File: src/rtl/uart_rx_frame_ctrl.sv
// Frame controller behind a UART receiver: hunts SOF, captures a length-prefixed
// payload, verifies an XOR checksum and replays good frames over valid/ready.
module uart_rx_frame_ctrl #(
  parameter logic [7:0] SOF     = 8'h55,
  parameter int         MAX_LEN = 16,
  parameter int         TIMEOUT = 64
) (
  input  logic       clk,
  input  logic       reset,
  input  logic [7:0] rx_data,
  input  logic       rx_done,
  output logic [7:0] out_data,
  output logic       out_valid,
  input  logic       out_ready,
  output logic       out_last,
  output logic       frame_ok,
  output logic       frame_err,
  output logic [1:0] err_code,
  output logic       busy
);
  // state      | meaning
  // ST_IDLE    | hunting for SOF, other bytes discarded
  // ST_LEN     | waiting for the length byte
  // ST_PAYLOAD | capturing L payload bytes into the buffer
  // ST_CSUM    | waiting for the checksum byte
  // ST_DRAIN   | replaying the buffer to the consumer

  localparam int IDX_W = (MAX_LEN > 1) ? $clog2(MAX_LEN) : 1;
  localparam int TMR_W = $clog2(TIMEOUT);
  localparam logic [TMR_W-1:0] TMR_LOAD  = TMR_W'(TIMEOUT - 1);
  localparam logic [7:0]       MAX_LEN_B = 8'(MAX_LEN);
  localparam logic [IDX_W-1:0] IDX_ZERO  = '0;

  localparam logic [1:0] ERR_OVERRUN = 2'b00;
  localparam logic [1:0] ERR_LEN     = 2'b01;
  localparam logic [1:0] ERR_CSUM    = 2'b10;
  localparam logic [1:0] ERR_TIMEOUT = 2'b11;

  typedef enum logic [2:0] {ST_IDLE, ST_LEN, ST_PAYLOAD, ST_CSUM, ST_DRAIN} state_t;

  state_t           state;
  logic [7:0]       buf_mem [MAX_LEN];
  logic [7:0]       len_q;
  logic [7:0]       csum;
  logic [7:0]       len_m1;
  logic [IDX_W-1:0] wr_idx;
  logic [IDX_W-1:0] rd_idx;
  logic [IDX_W-1:0] rd_nxt;
  logic [TMR_W-1:0] tmr;
  logic             in_frame;

  assign len_m1   = len_q - 8'd1;
  assign rd_nxt   = rd_idx + 1'b1;
  assign in_frame = (state == ST_LEN) || (state == ST_PAYLOAD) || (state == ST_CSUM);

  always_ff @(posedge clk) begin
    if (state == ST_PAYLOAD && rx_done) buf_mem[wr_idx] <= rx_data;
  end

  always_ff @(posedge clk or posedge reset) begin
    if (reset) begin
      state     <= ST_IDLE;
      len_q     <= '0;
      csum      <= '0;
      wr_idx    <= '0;
      rd_idx    <= '0;
      tmr       <= '0;
      out_data  <= '0;
      out_valid <= 1'b0;
      out_last  <= 1'b0;
      frame_ok  <= 1'b0;
      frame_err <= 1'b0;
      err_code  <= ERR_OVERRUN;
      busy      <= 1'b0;
    end else begin
      frame_ok  <= 1'b0;
      frame_err <= 1'b0;

      // Down-counting inter-byte timer; a byte landing on the expiry cycle wins.
      if (in_frame && !rx_done) begin
        if (tmr == '0) begin
          state     <= ST_IDLE;
          busy      <= 1'b0;
          frame_err <= 1'b1;
          err_code  <= ERR_TIMEOUT;
        end else begin
          tmr <= tmr - 1'b1;
        end
      end

      case (state)
        ST_IDLE: begin
          if (rx_done && rx_data == SOF) begin
            state <= ST_LEN;
            busy  <= 1'b1;
            tmr   <= TMR_LOAD;
          end
        end
        ST_LEN: begin
          if (rx_done) begin
            tmr <= TMR_LOAD;
            if (rx_data == 8'd0 || rx_data > MAX_LEN_B) begin
              state     <= ST_IDLE;
              busy      <= 1'b0;
              frame_err <= 1'b1;
              err_code  <= ERR_LEN;
            end else begin
              len_q  <= rx_data;
              csum   <= rx_data;
              wr_idx <= '0;
              state  <= ST_PAYLOAD;
            end
          end
        end
        ST_PAYLOAD: begin
          if (rx_done) begin
            tmr    <= TMR_LOAD;
            csum   <= csum ^ rx_data;
            wr_idx <= wr_idx + 1'b1;
            if (8'(wr_idx) == len_m1) state <= ST_CSUM;
          end
        end
        ST_CSUM: begin
          if (rx_done) begin
            if (rx_data == csum) begin
              frame_ok  <= 1'b1;
              rd_idx    <= '0;
              out_valid <= 1'b1;
              out_data  <= buf_mem[IDX_ZERO];
              out_last  <= (len_q == 8'd1);
              state     <= ST_DRAIN;
            end else begin
              state     <= ST_IDLE;
              busy      <= 1'b0;
              frame_err <= 1'b1;
              err_code  <= ERR_CSUM;
            end
          end
        end
        ST_DRAIN: begin
          // No room for a new byte while replaying; drop it but keep draining.
          if (rx_done) begin
            frame_err <= 1'b1;
            err_code  <= ERR_OVERRUN;
          end
          if (out_ready) begin
            if (out_last) begin
              state     <= ST_IDLE;
              out_valid <= 1'b0;
              out_last  <= 1'b0;
              busy      <= 1'b0;
            end else begin
              rd_idx   <= rd_nxt;
              out_data <= buf_mem[rd_nxt];
              out_last <= (8'(rd_nxt) == len_m1);
            end
          end
        end
        default: state <= ST_IDLE;
      endcase
    end
  end

endmodule

File: config.mk
export PLATFORM = sky130hd
export DESIGN_NAME = uart_rx_frame_ctrl
export DESIGN_NICKNAME = d
export VERILOG_FILES = /design/src/rtl/uart_rx_frame_ctrl.sv
export SDC_FILE = /design/constraint.sdc
export NUM_CORES = 1
export LEC_CHECK = 0
export BUFFER_PORTS_ARGS = -buffer_cell sky130_fd_sc_hd__buf_2
export CORE_ASPECT_RATIO = 0.9
export CORE_MARGIN = 3
export CORE_UTILIZATION = 59
export DETAILED_ROUTE_END_ITERATION = 8
export GPL_TIMING_DRIVEN = 0
export PLACE_DENSITY_LB_ADDON = 0.3
export SYNTH_ARGS = -nofsm -noshare
export SYNTH_HDL_FRONTEND = slang
export SYNTH_SLANG_ARGS = --single-unit
File: constraint.sdc
create_clock -name clk -period 2.5 [get_ports clk]
set_input_delay 0.25 -clock clk [delete_from_list [all_inputs] [get_ports clk]]
set_output_delay 0.25 -clock clk [all_outputs]
set_load 0.01 [all_outputs]
* Word-level counts from Yosys, hierarchy flattened
Memory sizes are Yosys's and may differ from the RTL's. Index checks and enable logic that the tools add are counted.
Word-level totals: register bits 48, RAM bits 128, input bits 12, output and inout port bits 15, word-level logic and storage cells 132, memories 1
Operators by class: add/sub/neg operators 4, order comparisons 1, equal/unequal tests 17, mux-type cells 76, bitwise logic cells 2, reduce and logical (&&, ||, !) cells 18
Memory list:
- buf_mem | depth 16, bits a word 8, read ports 2, clocked after memory_dff 0, wr ports 1, RTL line 42 | logic [7:0] buf_mem [MAX_LEN];
Operators with widths (number):
- $mux W8 | 7
- $pmux W8 S2 | 2
- $mux W3 | 10
- $mux W1 | 29
- $mux W4 | 7
- $mux W6 | 4
- $eq A4 B8 Y1 | 2
- $mux W2 | 8
- $pmux W4 S2 | 2
- $pmux W3 S5 | 1
- $ne A2 B2 Y1 const B | 7
- $pmux W6 S2 | 1
- $reduce_and A5 Y1 | 2
- $add A4 B1 Y4 const B | 2
- $eq A8 B1 Y1 const B | 1
- $eq A8 B7 Y1 const B | 1
- $eq A8 B8 Y1 | 1
- $gt A8 B5 Y1 const B | 1
- $logic_not A8 Y1 | 1
- $reduce_and A4 Y1 | 2
- $sub A8 B1 Y8 const B | 1
- $xor A8 B8 Y8 | 1
- $eq A3 B2 Y1 const B | 2
- $logic_not A6 Y1 | 1
- other kinds (16) | 22

* Logic depth before layout (Yosys ltp)
Gate-level depths: netlist (run 1).
depth in word-level cells 8, gate-level depth with buffers 8, gate-level depth less buffers 7

* Least setup slack after synthesis (run 1)
Ideal clock, no wire load.
path kind register to register, start point register state[1], end point memory buf_mem[1][0], enable pin, library setup time 0.383 ns, arrival 1.860 ns, required time 2.117 ns, slack 0.257 ns, cell stages (with the launch flop) 7, buffers on the path 2, period minus slack after synthesis 2.243 ns, cells stage by stage dfrtp_1 -> buf_2 -> nand2b_1 -> nor3b_1 -> clkbuf_1 -> nand2_1 -> nor3_1
On the way: cells in the longest elaborated chain, start to end 4
Ends and longest elaborated chain:
- start: declaration | RTL line 41 | state_t state;
- start signal: assignment | RTL line 62 | state <= ST_IDLE;
- start signal: assignment | RTL line 82 | state <= ST_IDLE;
- start signal: assignment | RTL line 94 | state <= ST_LEN;
- $eq A3 B2 Y1 | RTL line 57 | if (state == ST_PAYLOAD && rx_done) buf_mem[wr_idx] <= rx_data;
- $logic_and A1 B1 Y1 | RTL line 57
- $mux W1 | RTL line 57
- $mux W1 (not written as such) | RTL line 57
- end: declaration | RTL line 42
Every way passes these cells.

* Worst setup path in the final report (run 1)
start point register state[1], end point memory buf_mem[0][4], enable pin
Same word-level chain as after synthesis.

==> run summary, run 1 <==
First-pass GRT wire length = 26.3 mm
Final Skew = 0.00845 ns
Synth cell types = 51
Max H-tree Level = 4
Peak supply drop = 0.647 mV
Highest routed layer = met4
Register area share after synthesis = 65.3%
Synth Warn # = 0
DP Worst Slack = -0.554 ns
TritonCTS sink count = 176
Core region area = 0.0127 sq mm
Post-Route WL = 16.8 mm
Post-Route Utilization = 69.6%
WP data arrival = 2.54 ns
Area delta synth->final = 14.9%
DR WL met2 = 8.43 mm
Syn_nets = 541
GRT Total Usage = 24.6%
Vias per cell = 6.37
Hold crit path type = input pin to register
Post-synth EDFFs = 128
Initial cell density of the core = 60.6%
Cells after synthesis = 521
Period utilisation layout = 95.8%
GPL Wtd Cong = 0.863
Initial drt markers = 524
Ys flop type = edfxtp_1
Ranking of synthesized cells by area = edfxtp_1 (50%), dfrtp_1 (16%), mux4_2 (9.3%), xor2_1 (2.5%), nand2_1 (2.2%)
Slew at the pin with the worst max-slew slack = 0.880 ns
Synth top cells by count = edfxtp_1 (128), dfrtp_1 (48), nand2_1 (46)
Hold WS = 0.148 ns
WL/cell = 22.4 um
Total congestion overflow = 0
# setup viols final = 0
Share of layout cells above drive strength 1 = 25.3%
Nets = 592
Critical path capture point type = register
I/O pin cnt = 27
DR pass1 iterations = 5
Antenna violations before repair = 0
Pwr/cell area = 985 mW/mm^2
Rel. slew slack = 41.1%
Vias in the first global route = 4703
Post-Synthesis Cell Area = 0.00772 sq mm
Count leader, synth = edfxtp_1
Cell row count = 39
TNS Setup = 0 ns
WS Path Type = register to register
Die Span Y = 115 um
DRC = 0
N_diodes = 0
CTS Root Cell = clkbuf_16
Largest net degree at the start of global routing = 41
Max Cap Viol = 0
Tot Pwr = 8.74 mW
Worst-Skew Late Latency = 0.42 ns
Max Freq = 417 MHz
Synth Register Bits = 176
WP data required = 2.64 ns
Met3 routed WL = 1.20 mm
Largest area contributor in the netlist = edfxtp_1
Total CTS buffers = 17
Final Max Tran Viols = 0
Die Area = 0.0145 sq mm
FFs w/ async S/R, synth = 27.3%
Reg clk slew, reported paths = 0.06 ns
Max FO, Critical Path = 10
Crit start category = register
Count of final hold-check violations = 0
Crit path time final = 2.40 ns
CTS tree = built
Via count = 4772
Area share of the largest cell type after synthesis = 49.8%
FILL cells = 803
Longest Clk Path Bufs = 2
ANT nets after route = 0
Final worst slack = 0.105 ns
Port buffer count = 26
Mean area per synthesized cell = 14.8 sq um
Die W = 127 um
Metal-1 WL = 6.90 mm
Leakage power total = 3.25 nW
Status = complete, no violations
Hpwl dp = 10.8 mm
[flip-flops by register name, summed over array words and instances, names as in the netlist, 2 cells and up]
register,count
buf_mem,128
wr_idx,4
tmr,6
csum,8
state,3
len_q,8
err_code,2
out_data,8
rd_idx,4
[critical path, stage by stage (launching register included)]
cell	delay [ns]
dfrtp_1	0.31
buf_2	0.20
nand2b_1	0.16
nor3b_2	0.31
clkbuf_2	0.29
nand2_1	0.34
nor3_4	0.31
buf_4	0.19
[through the flow]
step	cells	instance area (sq um)
2_1_floorplan	521	7720
3_3_place_gp	711	8060
3_5_place_dp	712	8080
4_1_cts	746	8770
5_1_grt	749	8870
6_report	749	8870
[layer usage]
metal  vias to the layer above  track usage [%]
li1                       2109                -
met1                      2442             34.4
met2                       197             38.5
met3                        24             6.25
met4                         0             8.15
met5                         -                0
[what timing repair did]
action                                  4_1_cts  5_1_grt
cloned                                        0        0
endpoints found under the setup margin      111      129
hold buffers                                  1        0
resized for setup                            19       15
endpoints found under the hold margin         8        0
pin swaps                                     1        2
setup buffers                                 1        3
[cell families after synthesis]
group	after synthesis	synth area share (%)
AOI/OAI and AO/OA	75	6.55
xor gates and xnor gates	27	3.16
adders and majority gates	8	1.30
buffers and inverters	36	2.11
DFF	176	65.3
muxes	53	12.2
and+or+nand+nor	146	9.30
[report_power, final]
part	internal, mW	switching, mW	leakage, nW
clock	1.59	1.06	0.287
sequential	3.27	0.107	1.77
combinational	1.24	1.48	1.19
total	6.09	2.64	3.25
[final cells by class]
cell class              instances  area [sq um]  share of cell area (%)
flip-flops and latches        176          5040                    56.9
multi-input cells             309          2650                    29.8
clock buffers                  20           447                    5.04
repair buffers                 32           215                    2.43
well taps                     164           205                    2.31
clock inverters                12           143                    1.61
plain buffers                  27           134                    1.51
inverters                       9          33.8                   0.381
[placed cells by master (no fill, tap or decap), types with 5 or more instances in the layout]
| master | n |
|---|---|
| a21oi_1 | 17 |
| a22oi_1 | 7 |
| a2bb2oi_1 | 8 |
| buf_2 | 36 |
| buf_4 | 5 |
| clkbuf_1 | 9 |
| clkbuf_16 | 17 |
| clkinv_2 | 5 |
| dfrtp_1 | 48 |
| edfxtp_1 | 128 |
| ha_1 | 8 |
| inv_1 | 8 |
| mux2_2 | 11 |
| mux2i_1 | 10 |
| mux4_2 | 32 |
| nand2_1 | 46 |
| nand2b_1 | 8 |
| nand3_1 | 21 |
| nor2_1 | 22 |
| nor2_4 | 9 |
| nor3_1 | 7 |
| nor4_2 | 5 |
| o211ai_1 | 11 |
| o21ai_0 | 16 |
| xor2_1 | 21 |
[worst paths after layout]
kind,start,to,slack [ns],cells after the start
worst max register to register,state[1],buf_mem[0][4],0.10,7
max in group asynchronous,reset,wr_idx[2],1.73,4
min in group asynchronous,reset,csum[7],0.28,3
worst min-delay path,out_ready,rd_idx[2],0.15,3
worst min register to register,out_data[7],out_data[7],0.54,1
worst max-delay path,state[1],buf_mem[0][4],0.10,7
Power figures use the tool's default switching activity.
==> run 2, diff against run 1 <==
--- a/config.mk
+++ b/config.mk
@@ -9,6 +9,7 @@
 export CORE_ASPECT_RATIO = 0.9
 export CORE_MARGIN = 3
 export CORE_UTILIZATION = 59
+export CTS_BUF_LIST = sky130_fd_sc_hd__clkbuf_16
 export DETAILED_ROUTE_END_ITERATION = 8
 export GPL_TIMING_DRIVEN = 0
 export PLACE_DENSITY_LB_ADDON = 0.3
==> run 2 against run 1 <==
Via count fell by 0.17%. Clock-buffer cell count decreased by 3. Clock skew is 0.0012 ns lower. Non-clock buffer count is the same. Sequential share of layout area rose by 0.064 points. Sequential power about the same. Cell count unchanged. Critical path type unchanged. Largest power group unchanged. Highest routed layer unchanged.
==> run summary, run 2 (synthesis results as in run 1) <==
WP data required = 2.64 ns (about the same)
Pwr/cell area = 983 mW/mm^2 (-0.28%)
Reg clk slew, reported paths = 0.06 ns (about the same)
Worst hold endpoint = rd_idx[2]
Nets = 592 (unchanged)
Total CTS buffers = 17 (unchanged)
Final Skew = 0.00729 ns (-0.00116 ns)
Max H-tree Level = 4 (unchanged)
Total congestion overflow = 0 (unchanged)
Most frequent cells in the layout = edfxtp_1 (128), dfrtp_1 (48), nand2_1 (46), buf_2 (36), mux4_2 (32)
Area delta synth->final = 14.7%
Longest Clk Path Bufs = 2 (unchanged)
Die Area = 0.0145 sq mm (unchanged)
WL/cell = 22.4 um (-0.38%)
CTS Root Cell = clkbuf_16
Dpl cells = 712 (unchanged)
DRC = 0 (unchanged)
Reg2reg setup slack = 0.10 ns (about the same)
Die Span Y = 115 um (unchanged)
N_diodes = 0 (unchanged)
Crit path time final = 2.40 ns (+0.00137 ns)
Max reg flops = 128 (unchanged)
WS Path Type = register to register
Cell row count = 39 (unchanged)
Final worst slack = 0.103 ns (-0.00137 ns)
Post-Route Utilization = 69.5% (-0.079 points)
Share of layout cells above drive strength 1 = 25.1% (-0.17 points)
Vias per cell = 6.36 (-0.17%)
Initial cell density of the core = 60.6% (unchanged)
Final Max Tran Viols = 0 (unchanged)
Period utilisation layout = 95.9% (about the same)
TritonCTS sink count = 176 (unchanged)
Critical path capture point type = register
Hold crit path type = input pin to register
Initial drt markers = 622 (+19%)
Most common cell after layout, fill and taps aside = edfxtp_1
Worst r2r dst = buf_mem[0][4]
Worst-Skew Late Latency = 0.42 ns (about the same)
DR pass1 iterations = 5 (unchanged)
FF-to-FF Start = state[1]
Hpwl dp = 10.8 mm (unchanged)
Rel. slew slack = 42.2% (+1.1 points)
Largest Register = buf_mem
Die W = 127 um (unchanged)
Hold path startpoint = out_ready
CTS tree = built
Crit start category = register
Largest net degree at the start of global routing = 41 (unchanged)
WP data arrival = 2.54 ns (about the same)
Core region area = 0.0127 sq mm (unchanged)
GPL Wtd Cong = 0.863 (unchanged)
First-pass GRT wire length = 26.3 mm (-0.26%)
Max Freq = 417 MHz (about the same)
Tot Pwr = 8.70 mW (-0.40%)
Port buffer count = 26 (unchanged)
Vias in the first global route = 4707 (+0.085%)
Count of final hold-check violations = 0 (unchanged)
Post-route insts no fill = 749 (unchanged)
# setup viols final = 0 (unchanged)
Status = complete, no violations
ANT nets after route = 0 (unchanged)
WHS Path Cells = 3 (unchanged)
Hold WS = 0.150 ns (+0.00189 ns)
Post-Route WL = 16.7 mm (-0.38%)
Peak supply drop = 0.649 mV (+0.34%)
Antenna violations before repair = 0 (unchanged)
R2R cell count = 7 (unchanged)
I/O pin cnt = 27 (unchanged)
GRT Total Usage = 24.6% (about the same)
Max Cap Viol = 0 (unchanged)
Leakage power total = 3.25 nW (about the same)
Via count = 4764 (-0.17%)
Max FO, Critical Path = 10 (unchanged)
Slew at the pin with the worst max-slew slack = 0.864 ns (-0.0161 ns)
DP Worst Slack = -0.554 ns (unchanged)
-- run 2: where the power goes --
| part | leakage, nW | total [mW] | switching (mW) | internal (mW) |
|---|---|---|---|---|
| Sequential | 1.77 | 3.37 | 0.108 | 3.27 |
| Combinational | 1.19 | 2.72 | 1.48 | 1.24 |
| Clock | 0.290 | 2.61 | 1.06 | 1.55 |
-- run 2: per-stage QoR --
stage | area, sq um | TNS [ns]
after global routing | 8860 | -0.114
after CTS | 8760 | -3.19
after detailed placement | 8080 | -31.77
final | 8860 | 0
after global placement | 8060 | -29.26
after floorplan | 7720 | 0
-- run 2: timing repair --
action	CTS	global route
setup buffers	1	3
gates resized for setup	19	15
hold buffers	1	0
hold endpoints to repair	8	0
pin swaps	1	2
endpoints found under the setup margin	111	129
-- run 2: cell type report --
cell class | instances | area, sq um
sequential | 176 | 5040
fill | 804 | 3880
multi-input combinational | 309 | 2650
clock buffer | 17 | 425
timing repair buffer | 32 | 215
tap | 164 | 205
clock inverter | 15 | 154
buffer | 27 | 134
inverter | 9 | 33.8
-- run 2: worst max-delay path by stage --
| stage | to | depth (start not counted) | start | slack, ns |
|---|---|---|---|---|
| global route | buf_mem[0][7] | 7 | state[1] | -0.02 |
| CTS | buf_mem[6][1] | 6 | state[1] | -0.12 |
| global placement | buf_mem[1][7] | 6 | state[1] | -0.57 |
| detailed placement | buf_mem[1][7] | 6 | state[1] | -0.55 |
| finish | buf_mem[0][4] | 7 | state[1] | 0.10 |
| floorplan | buf_mem[1][0] | 6 | state[1] | 0.26 |
-- run 2: layer usage --
layer / wire length [um] / GRT usage (%) / vias to the layer above
met2: 8380 / 38.4 / 221
met4: 289 / 8.36 / 0
met1: 6800 / 34.3 / 2410
li1: - / - / 2109
met3: 1280 / 6.25 / 24
met5: 0 / 0 / -
-- run 2: worst max-delay path, cell delays in order, from the launching register on --
cell and delay, ns:
dfrtp_1 0.31, buf_2 0.19, nand2b_1 0.16, nor3b_2 0.32, clkbuf_2 0.29, nand2_1 0.34, nor3_4 0.31, buf_4 0.18
